--- src/rtl/frame_reader_pkg.sv ---
// Shared types for the frame reader: FSM states, buffer indexing, log levels.
package frame_reader_pkg;

  typedef enum logic [2:0] {
    ST_IDLE,
    ST_REQ,
    ST_RELEASE,
    ST_CHECK,
    ST_ISSUE,
    ST_RECEIVE,
    ST_FINALIZE
  } fr_state_e;

  localparam int BUFFER_COUNT = 3;

  typedef logic [1:0] buf_idx_t;

  typedef enum int {
    SVL_QUIET        = 0,
    SVL_ERROR        = 1,
    SVL_WARNING      = 2,
    SVL_INFO         = 3,
    SVL_VERBOSE_INFO = 4
  } svl_level_e;

  // Any index outside the buffer range falls back to buffer 0.
  function automatic buf_idx_t sanitize_buf_id(input buf_idx_t id);
    return (int'(id) < BUFFER_COUNT) ? id : buf_idx_t'(0);
  endfunction

endpackage

--- src/rtl/buffer_read_client.sv ---
// Read-side client of the triple-buffer controller: request, grant latch,
// release wait and end-of-frame finalize, all keyed off the reader's state.
module buffer_read_client
  import frame_reader_pkg::*;
#(
  parameter int LOG_LEVEL = SVL_VERBOSE_INFO
) (
  input  logic      clk,
  input  logic      reset_n,
  input  fr_state_e state_i,
  input  logic      buffer_id_valid_i,
  input  buf_idx_t  buffer_id_i,
  output logic      read_rq_rdy_o,
  output logic      finalize_rd_o,
  output logic      grant_o,
  output logic      released_o,
  output buf_idx_t  buf_id_o
);

  buf_idx_t buf_id_q, buf_id_d;

  assign grant_o       = (state_i == ST_REQ) && buffer_id_valid_i;
  assign released_o    = (state_i == ST_RELEASE) && !buffer_id_valid_i;
  assign read_rq_rdy_o = (state_i == ST_REQ);
  assign finalize_rd_o = (state_i == ST_FINALIZE);
  assign buf_id_o      = buf_id_q;

  // Capture the granted buffer, mapping the illegal index 3 to buffer 0.
  always_comb begin
    buf_id_d = buf_id_q;
    if (grant_o) buf_id_d = sanitize_buf_id(buffer_id_i);
  end

  // Latched buffer index register.
  always_ff @(posedge clk or negedge reset_n) begin
    if (!reset_n) buf_id_q <= '0;
    else          buf_id_q <= buf_id_d;
  end

  // Simulation-only report of an out-of-range grant.
  always @(posedge clk) begin
    if (reset_n && grant_o && (LOG_LEVEL >= SVL_ERROR)) begin
      assert (int'(buffer_id_i) < BUFFER_COUNT)
        else $warning("frame_reader: illegal buffer_id %0d granted, using buffer 0", buffer_id_i);
    end
  end

endmodule

--- src/rtl/frame_reader.sv ---
// Reads one frame from a granted frame buffer as a sequence of fixed-length
// memory bursts, forwarding each data beat downstream one cycle later.
module frame_reader
  import frame_reader_pkg::*;
#(
  parameter int FRAME_WORDS   = 4096,
  parameter int BURST_LEN     = 8,
  parameter int ADDR_WIDTH    = 21,
  parameter int BUFFER_STRIDE = 'h10000,
  parameter int LOG_LEVEL     = SVL_VERBOSE_INFO
) (
  input  logic                  clk,
  input  logic                  reset_n,
  input  logic                  start,
  output logic                  read_rq_rdy,
  output logic                  finalize_rd,
  input  logic                  buffer_id_valid,
  input  logic [1:0]            buffer_id,
  output logic                  mem_rd_req,
  output logic [ADDR_WIDTH-1:0] mem_addr,
  input  logic                  mem_rd_ack,
  input  logic                  mem_data_valid,
  input  logic [31:0]           mem_data,
  input  logic [7:0]            fifo_free,
  output logic                  out_valid,
  output logic [31:0]           out_data,
  output logic                  busy,
  output logic                  frame_done
);

  localparam int OFS_W  = $clog2(FRAME_WORDS + 1);
  localparam int BEAT_W = $clog2(BURST_LEN);
  localparam logic [OFS_W-1:0]  FRAME_END  = OFS_W'(FRAME_WORDS);
  localparam logic [OFS_W-1:0]  BURST_STEP = OFS_W'(BURST_LEN);
  localparam logic [BEAT_W-1:0] LAST_BEAT  = BEAT_W'(BURST_LEN - 1);
  localparam logic [8:0]        FIFO_NEED  = 9'(BURST_LEN);

  fr_state_e             state_q, state_d;
  logic [OFS_W-1:0]      word_offset_q, word_offset_d;
  logic [BEAT_W-1:0]     beat_cnt_q, beat_cnt_d;
  logic [ADDR_WIDTH-1:0] mem_addr_q, mem_addr_d;
  logic                  out_valid_q;
  logic [31:0]           out_data_q;

  logic                  grant, released;
  buf_idx_t              buf_id;
  logic [ADDR_WIDTH-1:0] burst_addr;
  logic [OFS_W-1:0]      next_offset;
  logic                  beat_accept;

  buffer_read_client #(
    .LOG_LEVEL(LOG_LEVEL)
  ) u_client (
    .clk              (clk),
    .reset_n          (reset_n),
    .state_i          (state_q),
    .buffer_id_valid_i(buffer_id_valid),
    .buffer_id_i      (buffer_id),
    .read_rq_rdy_o    (read_rq_rdy),
    .finalize_rd_o    (finalize_rd),
    .grant_o          (grant),
    .released_o       (released),
    .buf_id_o         (buf_id)
  );

  // Address arithmetic wraps naturally at ADDR_WIDTH bits.
  assign burst_addr  = ADDR_WIDTH'(buf_id) * ADDR_WIDTH'(BUFFER_STRIDE)
                     + ADDR_WIDTH'(word_offset_q);
  assign next_offset = word_offset_q + BURST_STEP;
  // A beat arriving together with the burst acceptance is the burst's first beat.
  assign beat_accept = mem_data_valid &&
                       ((state_q == ST_RECEIVE) || ((state_q == ST_ISSUE) && mem_rd_ack));

  // Next-state logic and burst/frame bookkeeping.
  always_comb begin
    state_d       = state_q;
    word_offset_d = word_offset_q;
    beat_cnt_d    = beat_cnt_q;
    mem_addr_d    = mem_addr_q;
    case (state_q)
      ST_IDLE:    if (start) state_d = ST_REQ;
      ST_REQ:     if (grant) state_d = ST_RELEASE;
      ST_RELEASE: if (released) state_d = ST_CHECK;
      ST_CHECK: begin
        if ({1'b0, fifo_free} >= FIFO_NEED) begin
          state_d    = ST_ISSUE;
          mem_addr_d = burst_addr;
          beat_cnt_d = '0;
        end
      end
      ST_ISSUE: begin
        if (mem_rd_ack) begin
          state_d = ST_RECEIVE;
          if (mem_data_valid) beat_cnt_d = BEAT_W'(1);
        end
      end
      ST_RECEIVE: begin
        if (mem_data_valid) begin
          beat_cnt_d = beat_cnt_q + BEAT_W'(1);
          if (beat_cnt_q == LAST_BEAT) begin
            beat_cnt_d    = '0;
            word_offset_d = next_offset;
            state_d       = (next_offset == FRAME_END) ? ST_FINALIZE : ST_CHECK;
          end
        end
      end
      ST_FINALIZE: begin
        word_offset_d = '0;
        state_d       = ST_IDLE;
      end
      default: state_d = ST_IDLE;
    endcase
  end

  // State and counter registers.
  always_ff @(posedge clk or negedge reset_n) begin
    if (!reset_n) begin
      state_q       <= ST_IDLE;
      word_offset_q <= '0;
      beat_cnt_q    <= '0;
      mem_addr_q    <= '0;
    end else begin
      state_q       <= state_d;
      word_offset_q <= word_offset_d;
      beat_cnt_q    <= beat_cnt_d;
      mem_addr_q    <= mem_addr_d;
    end
  end

  // One-cycle forwarding of accepted data beats.
  always_ff @(posedge clk or negedge reset_n) begin
    if (!reset_n) begin
      out_valid_q <= 1'b0;
      out_data_q  <= '0;
    end else begin
      out_valid_q <= beat_accept;
      if (beat_accept) out_data_q <= mem_data;
    end
  end

  assign mem_rd_req = (state_q == ST_ISSUE);
  assign mem_addr   = mem_addr_q;
  assign out_valid  = out_valid_q;
  assign out_data   = out_data_q;
  assign busy       = (state_q != ST_IDLE);
  assign frame_done = finalize_rd;

endmodule

--- config.mk ---
export PLATFORM = sky130hd
export DESIGN_NAME = frame_reader
export DESIGN_NICKNAME = d
export VERILOG_FILES = /design/src/rtl/frame_reader_pkg.sv /design/src/rtl/buffer_read_client.sv /design/src/rtl/frame_reader.sv
export SDC_FILE = /design/constraint.sdc
export NUM_CORES = 1
export LEC_CHECK = 0
export BUFFER_PORTS_ARGS = -buffer_cell sky130_fd_sc_hd__buf_2
export CAP_MARGIN = 20
export CORE_ASPECT_RATIO = 1.25
export CORE_MARGIN = 10
export CORE_UTILIZATION = 39
export CTS_CLUSTER_SIZE = 8
export DETAILED_ROUTE_END_ITERATION = 8
export GPL_ROUTABILITY_DRIVEN = 0
export PLACE_DENSITY_LB_ADDON = 0.3
export REMOVE_ABC_BUFFERS = 1
export SLEW_MARGIN = 20
export SYNTH_ARGS = -nofsm -noshare
export SYNTH_HDL_FRONTEND = slang
export SYNTH_HIERARCHICAL = 1
export SYNTH_SLANG_ARGS = --single-unit
--- constraint.sdc ---
create_clock -name clk -period 3.09 [get_ports clk]
set_input_delay 0.309 -clock clk [delete_from_list [all_inputs] [get_ports clk]]
set_output_delay 0.309 -clock clk [all_outputs]
set_load 0.02 [all_outputs]
==> results of run 1 <==
-- sequential cells by signal, indices dropped and copies added (netlist names) --
signal,cells
u_client/buf_id_o,2
state_q,3
out_valid,1
word_offset_q,10
beat_cnt_q,3
out_data,32
mem_addr,12
-- power by group through the flow --
stage / Sequential, mW / Combinational [mW] / Clock, mW
2_1_floorplan: 1.57 / 0.503 / 0
3_3_place_gp: 1.28 / 1.23 / 0
3_5_place_dp: 1.30 / 1.25 / 0
4_1_cts: 1.29 / 1.26 / 0.781
5_1_grt: 1.33 / 1.34 / 0.818
6_report: 1.29 / 1.22 / 0.759
-- worst max-delay path: stages, from the launching register on --
cell,delay (ns)
dfrtp_1,0.70
and2b_1,0.27
o211a_1,0.16
buf_4,0.37
nor2_1,0.17
a22o_1,0.26
-- through the flow --
| step | setup slack (ns) | power, mW |
|---|---|---|
| 2_1_floorplan | 0.9054 | 2.077 |
| 3_3_place_gp | 1.079 | 2.514 |
| 3_5_place_dp | 1.023 | 2.554 |
| 4_1_cts | 0.9953 | 3.324 |
| 5_1_grt | 0.8382 | 3.491 |
| 6_report | 1.028 | 3.269 |
-- layout by cell type (no fill, tap or decap), types with 2 or more instances in the layout --
cell | synthesis | layout
buf_2 | 4 | 94
dfrtp_1 | 63 | 63
mux2_1 | 37 | 37
o21ai_0 | 17 | 17
nor2_1 | 14 | 14
nand2_1 | 11 | 11
conb_1 | 1 | 9
clkbuf_8 | 0 | 9
mux2_2 | 8 | 8
nand3_1 | 5 | 5
a21oi_1 | 5 | 5
nor3_1 | 4 | 4
and3_1 | 4 | 4
buf_4 | 12 | 4
inv_1 | 3 | 3
a22o_1 | 3 | 3
nor2b_1 | 3 | 3
ha_1 | 3 | 3
and2b_1 | 2 | 2
o211a_1 | 2 | 2
nand4_1 | 2 | 2
xor2_1 | 2 | 2
o21ai_1 | 2 | 2
nor4b_1 | 2 | 2
and3b_1 | 2 | 2
nor3b_1 | 2 | 2
o2bb2ai_1 | 2 | 2
o31ai_1 | 2 | 2
clkinvlp_4 | 0 | 2
bufinv_16 | 0 | 2
clkinv_2 | 0 | 2
mux2_4 | 2 | 2
-- layout make-up --
class                           instances  area [µm²]  area share (%)
Clock inverter                          6       85.08           2.345
Sequential cell                        63        1577           43.45
Multi-Input combinational cell        159        1209           33.31
Inverter                                4       15.01          0.4138
Tap cell                               92       115.1           3.172
Timing Repair Buffer                   98       500.5           13.79
Clock buffer                           10       127.6           3.517
-- cells in the mapped netlist, drive strengths merged, types with 2 or more instances --
| cell | count | area (µm²) |
|---|---|---|
| a21oi | 5 | 25.02 |
| a22o | 3 | 26.28 |
| and2b | 2 | 15.01 |
| and3 | 4 | 25.02 |
| and3b | 3 | 27.53 |
| buf | 19 | 143.9 |
| dfrtp | 63 | 1577 |
| ha | 3 | 37.54 |
| inv | 4 | 15.01 |
| mux2 | 47 | 536.8 |
| nand2 | 11 | 41.29 |
| nand3 | 5 | 25.02 |
| nand4 | 2 | 12.51 |
| nor2 | 14 | 52.55 |
| nor2b | 3 | 18.77 |
| nor3 | 4 | 20.02 |
| nor3b | 2 | 15.01 |
| nor4b | 2 | 17.52 |
| o211a | 2 | 20.02 |
| o21ai | 19 | 95.09 |
| o2bb2ai | 2 | 17.52 |
| o31ai | 2 | 15.01 |
| xor2 | 2 | 17.52 |
-- per-layer routing --
| metal | vias up | wire length, µm | global-route usage, % | part of all wire [%] |
|---|---|---|---|---|
| met3 | 6 | 601 | 5.444 | 9.1 |
| li1 | 1031 | - | - | - |
| met4 | 0 | 81 | 4.272 | 1.2 |
| met2 | 82 | 3039 | 18.23 | 46 |
| met5 | - | 0 | 0 | 0 |
| met1 | 1024 | 2894 | 14.39 | 44 |
-- worst max-delay path by stage --
stage / end / cells after the start
after floorplan: beat_cnt_q[1] / 4
after global placement: beat_cnt_q[2] / 5
after detailed placement: beat_cnt_q[1] / 5
after CTS: beat_cnt_q[1] / 5
after global routing: beat_cnt_q[1] / 5
final: beat_cnt_q[1] / 5
-- cells by family (layout without fill, tap and decap cells) --
| family | after synthesis | after routing | share of synthesized area [%] |
|---|---|---|---|
| other | 1 | 9 | 0.1285 |
| multiplexers | 48 | 48 | 18.74 |
| AO/OA/AOI/OAI | 39 | 39 | 8.534 |
| buffers and inverters | 24 | 118 | 5.574 |
| AND/OR/NAND/NOR | 58 | 58 | 11.11 |
| adder cells (fa/ha/maj) | 3 | 3 | 1.287 |
| XOR/XNOR | 2 | 2 | 0.6005 |
| flip-flops | 63 | 63 | 54.03 |
==> impl_metrics.json, run 1 <==
{
  "final.fill_count": 668,
  "drv_slew": 0,
  "placedCellCount": 416,
  "cts_hold_buf": 0,
  "drv_cap": 0,
  "async_flop_share_pct": 100.0,
  "start_util_pct": 39.90,
  "cts_tree": "built",
  "fin_crit_sh_pct": 66.73,
  "clkPwrFrac_pct": 23.2,
  "crit_type": "reg2reg",
  "die_w_um": 97.37,
  "die_h_um": 116.7,
  "r2r_slack_ns": 1.03,
  "ctsResizeCount": 0,
  "ios": 107,
  "dieArea_mm2": 0.01136,
  "clock_latency_ns": 0.34,
  "synthFlopType": "dfrtp_1",
  "r2r-end": "beat_cnt_q[1]",
  "rr_worst_depth": 5,
  "rows": 35,
  "fmax_ghz": 0.4849,
  "reg2reg_from": "state_q[2]",
  "grt.overflow.total": 0,
  "crit_path_end_kind": "register",
  "p_per_area_mw_per_mm2": 900.9,
  "antenna_cells": 0,
  "p_leak_nw": 1.847,
  "via_count": 2143,
  "path_clk_slew_ns": 0.07,
  "crit_arrival_ns": 2.29,
  "internal-power_mw": 2.052,
  "nNetsFinal": 386,
  "final_cells": 432,
  "synth_edf_count": 0,
  "synth-seq-cells": 63,
  "whs_ns": 0.09947,
  "root_buffer": "clkbuf_8",
  "ys_warn_count": 6,
  "period_needed_ns": 2.062,
  "syn-cell-area_mm2": 0.002918,
  "swShare_pct": 37.24,
  "grt_usage_pct": 11.87,
  "h-tree-depth": 3,
  "grt_start_max_net_pins": 43,
  "cts.sinks": 63,
  "critPathLaunchType": "register",
  "p_sw_mw": 1.217,
  "crit_required_ns": 3.32,
  "cp_max_fo": 34,
  "final_util_pct": 49.62,
  "ant_nets": 0,
  "cts_setup_buffers": 0,
  "grt_pass1_vias": 2208,
  "core_area_mm2": 0.007313,
  "vdd_drop_max_mv": 0.4542,
  "hp-class": "in2async",
  "setup_tns_ns": 0,
  "drc": 0,
  "grt_pass1_wl_mm": 11.03,
  "vias_per_cell": 4.961,
  "worst_pin_slew_ns": 0.8963,
  "combPwrFrac_pct": 37.5,
  "clockBufferDepth": 2,
  "antenna_found_initial": 0,
  "portBuffers": 94,
  "place_area_mm2": 0.003416,
  "synth_seq_area_share_pct": 54.03,
  "finalClockSkew_ns": 0.007642,
  "cts_made_buffers": 9,
  "wl_per_cell_um": 15.32,
  "firstDrtPassIters": 4,
  "outcome": "finished clean",
  "synth_cell_type_count": 45,
  "final_hold_viol_count": 0,
  "rsz0062_at_grt": "no",
  "synth_cells": 238,
  "setup_viol": 0,
  "drive_above_1_share_pct": 37.35,
  "hpwl_mm": 4.965,
  "startpoint": "state_q[2]",
  "first_iter_violations": 54,
  "maxSlewHeadroom_pct": 40.24,
  "totalWireLength_mm": 6.617,
  "fin_area_mm2": 0.003628,
  "areaGrowthSynthToFinish_pct": 24.36,
  "p_seq_share_pct": 39.3,
  "avgSynthCellArea_um2": 12.26
}
(Power assumes the default switching activity.)
==> run 2, diff against run 1 <==
Clock period 3.09 ns to 2.1 ns, I/O delays scaled along.
==> impl_metrics.json, run 2 (same netlist as run 1, synthesis figures left out) <==
{
  "outcome": "finished clean",
  "antenna_found_initial": 0,
  "place_area_mm2": 0.003458,
  "critPathLaunchType": "register",
  "cts.sinks": 63,
  "pre_cts_slack_ns": 0.2588,
  "h-tree-depth": 3,
  "clockBufferDepth": 2,
  "ctsResizeCount": 0,
  "crit_path_end_kind": "register",
  "multi_input_area_mm2": 0.001209,
  "cts_setup_buffers": 0,
  "vdd_drop_max_mv": 0.5405,
  "dieArea_mm2": 0.01136,
  "placedCellCount": 420,
  "core_area_mm2": 0.007313,
  "ios": 107,
  "crit_type": "reg2reg",
  "grt_usage_pct": 12.01,
  "grt.overflow.total": 0,
  "first_iter_violations": 102,
  "fin_crit_sh_pct": 88.17,
  "areaGrowthSynthToFinish_pct": 25.60,
  "path_clk_slew_ns": 0.08,
  "path_common_cell": "ha_1",
  "antenna_cells": 0,
  "grt_pass1_vias": 2337,
  "firstDrtPassIters": 4,
  "final_cell_mix": "94 x buf_2, 63 x dfrtp_1, 37 x mux2_1",
  "cp_max_fo": 11,
  "cts_tree": "built",
  "final_cells": 437,
  "ant_nets": 0,
  "seqCellArea_mm2": 0.001577,
  "fmax_ghz": 0.5401,
  "wl_per_cell_um": 15.35,
  "root_buffer": "clkbuf_8",
  "rsz0062_at_grt": "no",
  "critPathSlowestCell": "dfrtp_1",
  "setup_viol": 0,
  "final_common_cell": "buf_2",
  "p_leak_nw": 1.867,
  "start_util_pct": 39.90,
  "die_h_um": 116.7,
  "grt_pass1_wl_mm": 11.28,
  "period_needed_ns": 1.852,
  "fin_area_mm2": 0.003665,
  "cts_made_buffers": 9,
  "final_hold_viol_count": 0,
  "clock_latency_ns": 0.34,
  "final_util_pct": 50.11,
  "via_count": 2197,
  "rows": 35,
  "cpPeakStageDelay_ns": 0.40,
  "drv_cap": 0,
  "totalWireLength_mm": 6.708,
  "nNetsFinal": 391,
  "finalClockSkew_ns": 0.006896,
  "hp-class": "in2reg",
  "portBuffers": 94,
  "largest_reg_flops": 32,
  "hpwl_mm": 5.130,
  "drv_slew": 0,
  "fin_ws_ns": 0.2483,
  "p_per_area_mw_per_mm2": 1303,
  "grt_start_max_net_pins": 35,
  "setup_tns_ns": 0,
  "crit_required_ns": 2.31,
  "drc": 0,
  "crit_chain": "ha_1 > ha_1 > and4b_1 > nand3b_1 > nor2b_1 > o21ai_0 > o31ai_1",
  "drive_above_1_share_pct": 38.26,
  "crit_arrival_ns": 2.06,
  "final.fill_count": 671,
  "die_w_um": 97.37,
  "vias_per_cell": 5.027
}
[run 2: cell count changes in the layout (fill, tap and decap cells not counted)]
| cell | delta |
|---|---|
| clkbuf_1 | -1 |
| buf_4 | +3 |
| bufinv_16 | -1 |
| dlygate4sd3_1 | +1 |
| buf_12 | +1 |
| inv_6 | +1 |
| clkinv_4 | +1 |
[run 2: worst paths after layout]
path | start | end | slack [ns] | cells after the start
worst max-delay path | beat_cnt_q[0] | word_offset_q[8] | 0.25 | 7
worst min-delay path | mem_data[2] | out_data[2] | 0.08 | 2
worst max register to register | beat_cnt_q[0] | word_offset_q[8] | 0.25 | 7
worst min register to register | out_data[18] | out_data[18] | 0.48 | 1
max in group asynchronous | reset_n | word_offset_q[6] | 1.27 | 3
min in group asynchronous | reset_n | out_data[23] | 0.22 | 2
[run 2: layout make-up]
cell class                      count  share of cell area, %
Sequential cell                    63                  43.02
Clock inverter                      7                  1.980
Inverter                            4                 0.4097
Timing Repair Buffer              103                  15.09
Tap cell                           92                  3.141
Multi-Input combinational cell    159                  32.98
Clock buffer                        9                  3.380
[run 2: power by group]
group	switching (mW)	internal [mW]
clock network	0.486	0.549
logic	1.10	0.773
registers	0.250	1.61
total	1.84	2.94
[run 2: timing repair]
action,in CTS,in global routing
hold endpoints to repair,33,0
hold buffers,1,0
endpoints found under the setup margin,0,0
[run 2: worst max-delay path: cells and delay by family (launching register included)]
kind            cells  cell delay, ns
fa+ha+maj           2            0.40
flops               1            0.40
simple gates        3            0.66
compound gates      2            0.25
[run 2: metal layers]
metal / share of wire [%] / global-route usage, %
met1: 47 / 14.83
met2: 45 / 18.63
met3: 7.2 / 4.556
met4: 1.2 / 4.757
met5: 0 / 0
[run 2: metrics by stage]
| stage | power, mW | hold WS (ns) |
|---|---|---|
| 2_1_floorplan | 3.056 | -0.08559 |
| 3_3_place_gp | 3.745 | 0.03908 |
| 3_5_place_dp | 3.805 | 0.04136 |
| 4_1_cts | 4.850 | 0.06848 |
| 5_1_grt | 5.109 | 0.06387 |
| 6_report | 4.775 | 0.07723 |
==> run 3, diff against run 2 <==
Settings changed: BUFFER_PORTS_ARGS -buffer_cell sky130_fd_sc_hd__buf_2 to -buffer_cell sky130_fd_sc_hd__buf_4.
Clock period 2.1 ns to 1.6 ns, I/O delays scaled along.
==> impl_metrics.json, run 3 (same netlist as run 1, synthesis figures left out) <==
{
  "outcome": "complete, but fails checks",
  "violations": "setup timing",
  "place_area_mm2": 0.003876,
  "p_per_area_mw_per_mm2": 1700,
  "grt_usage_pct": 13.18,
  "hp-class": "in2reg",
  "hpwl_mm": 5.479,
  "drv_slew": 0,
  "fin_area_mm2": 0.004349,
  "wl_per_cell_um": 16.59,
  "totalWireLength_mm": 7.699,
  "period_needed_ns": 1.616,
  "grt_pass1_vias": 2468,
  "pre_cts_slack_ns": -0.1054,
  "reg2reg_from": "beat_cnt_q[0]",
  "die_w_um": 97.37,
  "crit_required_ns": 1.44,
  "h-tree-depth": 3,
  "first_iter_violations": 111,
  "rsz0062_at_grt": "yes",
  "hp-start": "mem_data[11]",
  "largest_reg_flops": 32,
  "power_mw": 7.392,
  "antenna_cells": 0,
  "fin_ws_ns": -0.01559,
  "cts_tree": "built",
  "critPathLaunchType": "register",
  "min_to": "out_data[11]",
  "die_h_um": 116.7,
  "cp_max_fo": 7,
  "cts.sinks": 63,
  "multi_input_area_mm2": 0.001336,
  "grt_pass1_wl_mm": 12.10,
  "core_area_mm2": 0.007313,
  "start_util_pct": 39.90,
  "drv_cap": 0,
  "portBuffers": 94,
  "final_common_cell": "buf_4",
  "final_cell_mix": "114 x buf_4, 60 x dfrtp_1, 36 x mux2_1",
  "fmax_ghz": 0.6190,
  "crit_type": "reg2out",
  "vias_per_cell": 4.983,
  "seqCellArea_mm2": 0.001580,
  "crit_arrival_ns": 1.46,
  "nNetsFinal": 418,
  "ios": 107,
  "firstDrtPassIters": 4,
  "rows": 35,
  "grt.overflow.total": 0,
  "areaGrowthSynthToFinish_pct": 49.06,
  "vdd_drop_max_mv": 0.8537,
  "cts_made_buffers": 9,
  "via_count": 2312,
  "p_leak_nw": 2.110,
  "final_hold_viol_count": 0,
  "finalClockSkew_ns": 0.007357,
  "grt_start_max_net_pins": 35,
  "clock_latency_ns": 0.34,
  "clockBufferDepth": 2,
  "r2r_slack_ns": 0,
  "setup_viol": 2,
  "ant_nets": 0,
  "r2r-end": "word_offset_q[8]",
  "drc": 0,
  "fin_crit_sh_pct": 101.0,
  "drive_above_1_share_pct": 49.46,
  "dieArea_mm2": 0.01136,
  "final.fill_count": 629,
  "rr_worst_depth": 8,
  "antenna_found_initial": 0,
  "crit_path_end_kind": "output pin",
  "hold-path-cell-count": 2,
  "root_buffer": "clkbuf_8",
  "path_clk_slew_ns": 0.08
}
run 3: worst max-delay path by stage:
stage	slack, ns	depth (start not counted)	end	start
finish	-0.02	3	busy	state_q[0]
global route	-0.13	7	word_offset_q[8]	beat_cnt_q[1]
CTS	-0.03	3	busy	state_q[0]
detailed placement	-0.11	7	word_offset_q[9]	beat_cnt_q[0]
global placement	-0.05	7	word_offset_q[7]	beat_cnt_q[0]
floorplan	-0.58	4	beat_cnt_q[1]	state_q[2]
run 3: metrics by stage:
stage	TNS [ns]	hold slack, ns	cells	utilization, %
floorplan	-22.47	-0.1356	226	-
global placement	-0.2952	0.1312	441	53.00
detailed placement	-1.002	0.1309	441	53.00
CTS	-0.04925	0.003488	461	57.28
global route	-1.290	0.008870	464	59.47
finish	-0.01827	0.02369	464	59.47
run 3: power breakdown:
group          total (mW)  internal [mW]  switching (mW)
Sequential           2.43           2.13           0.303
Clock                1.60          0.898           0.699
Combinational        3.36           1.67            1.70
Total                7.39           4.69            2.70
run 3: cell type report:
| type | count | area share, % |
|---|---|---|
| sequential | 63 | 36.33 |
| multi-input combinational | 159 | 30.72 |
| timing repair buffer | 130 | 24.71 |
| clock buffer | 9 | 2.848 |
| tap | 92 | 2.647 |
| clock inverter | 7 | 2.388 |
| inverter | 4 | 0.3452 |
run 3: per-layer routing:
layer | vias to the layer above | GRT usage, % | share of wire [%] | wire (µm)
met5 | - | 0 | 0 | 0
met4 | 0 | 6.408 | 0.79 | 61
met3 | 7 | 3.787 | 6.5 | 501
met2 | 86 | 21.86 | 49 | 3783
met1 | 1123 | 15.41 | 44 | 3354
li1 | 1096 | - | - | -
run 3: what timing repair did:
item | CTS | global route
resized for setup | 27 | 28
setup endpoints to repair | 46 | 45
cloned | 1 | 1
pin swaps | 5 | 7
hold buffers | 1 | 0
setup buffers | 2 | 2
endpoints found under the hold margin | 33 | 0
run 3: worst max-delay path, cell delays in order, from the launching register on:
cell and delay [ns]:
dfrtp_2 0.45, buf_6 0.14, or3_4 0.38, buf_6 0.14
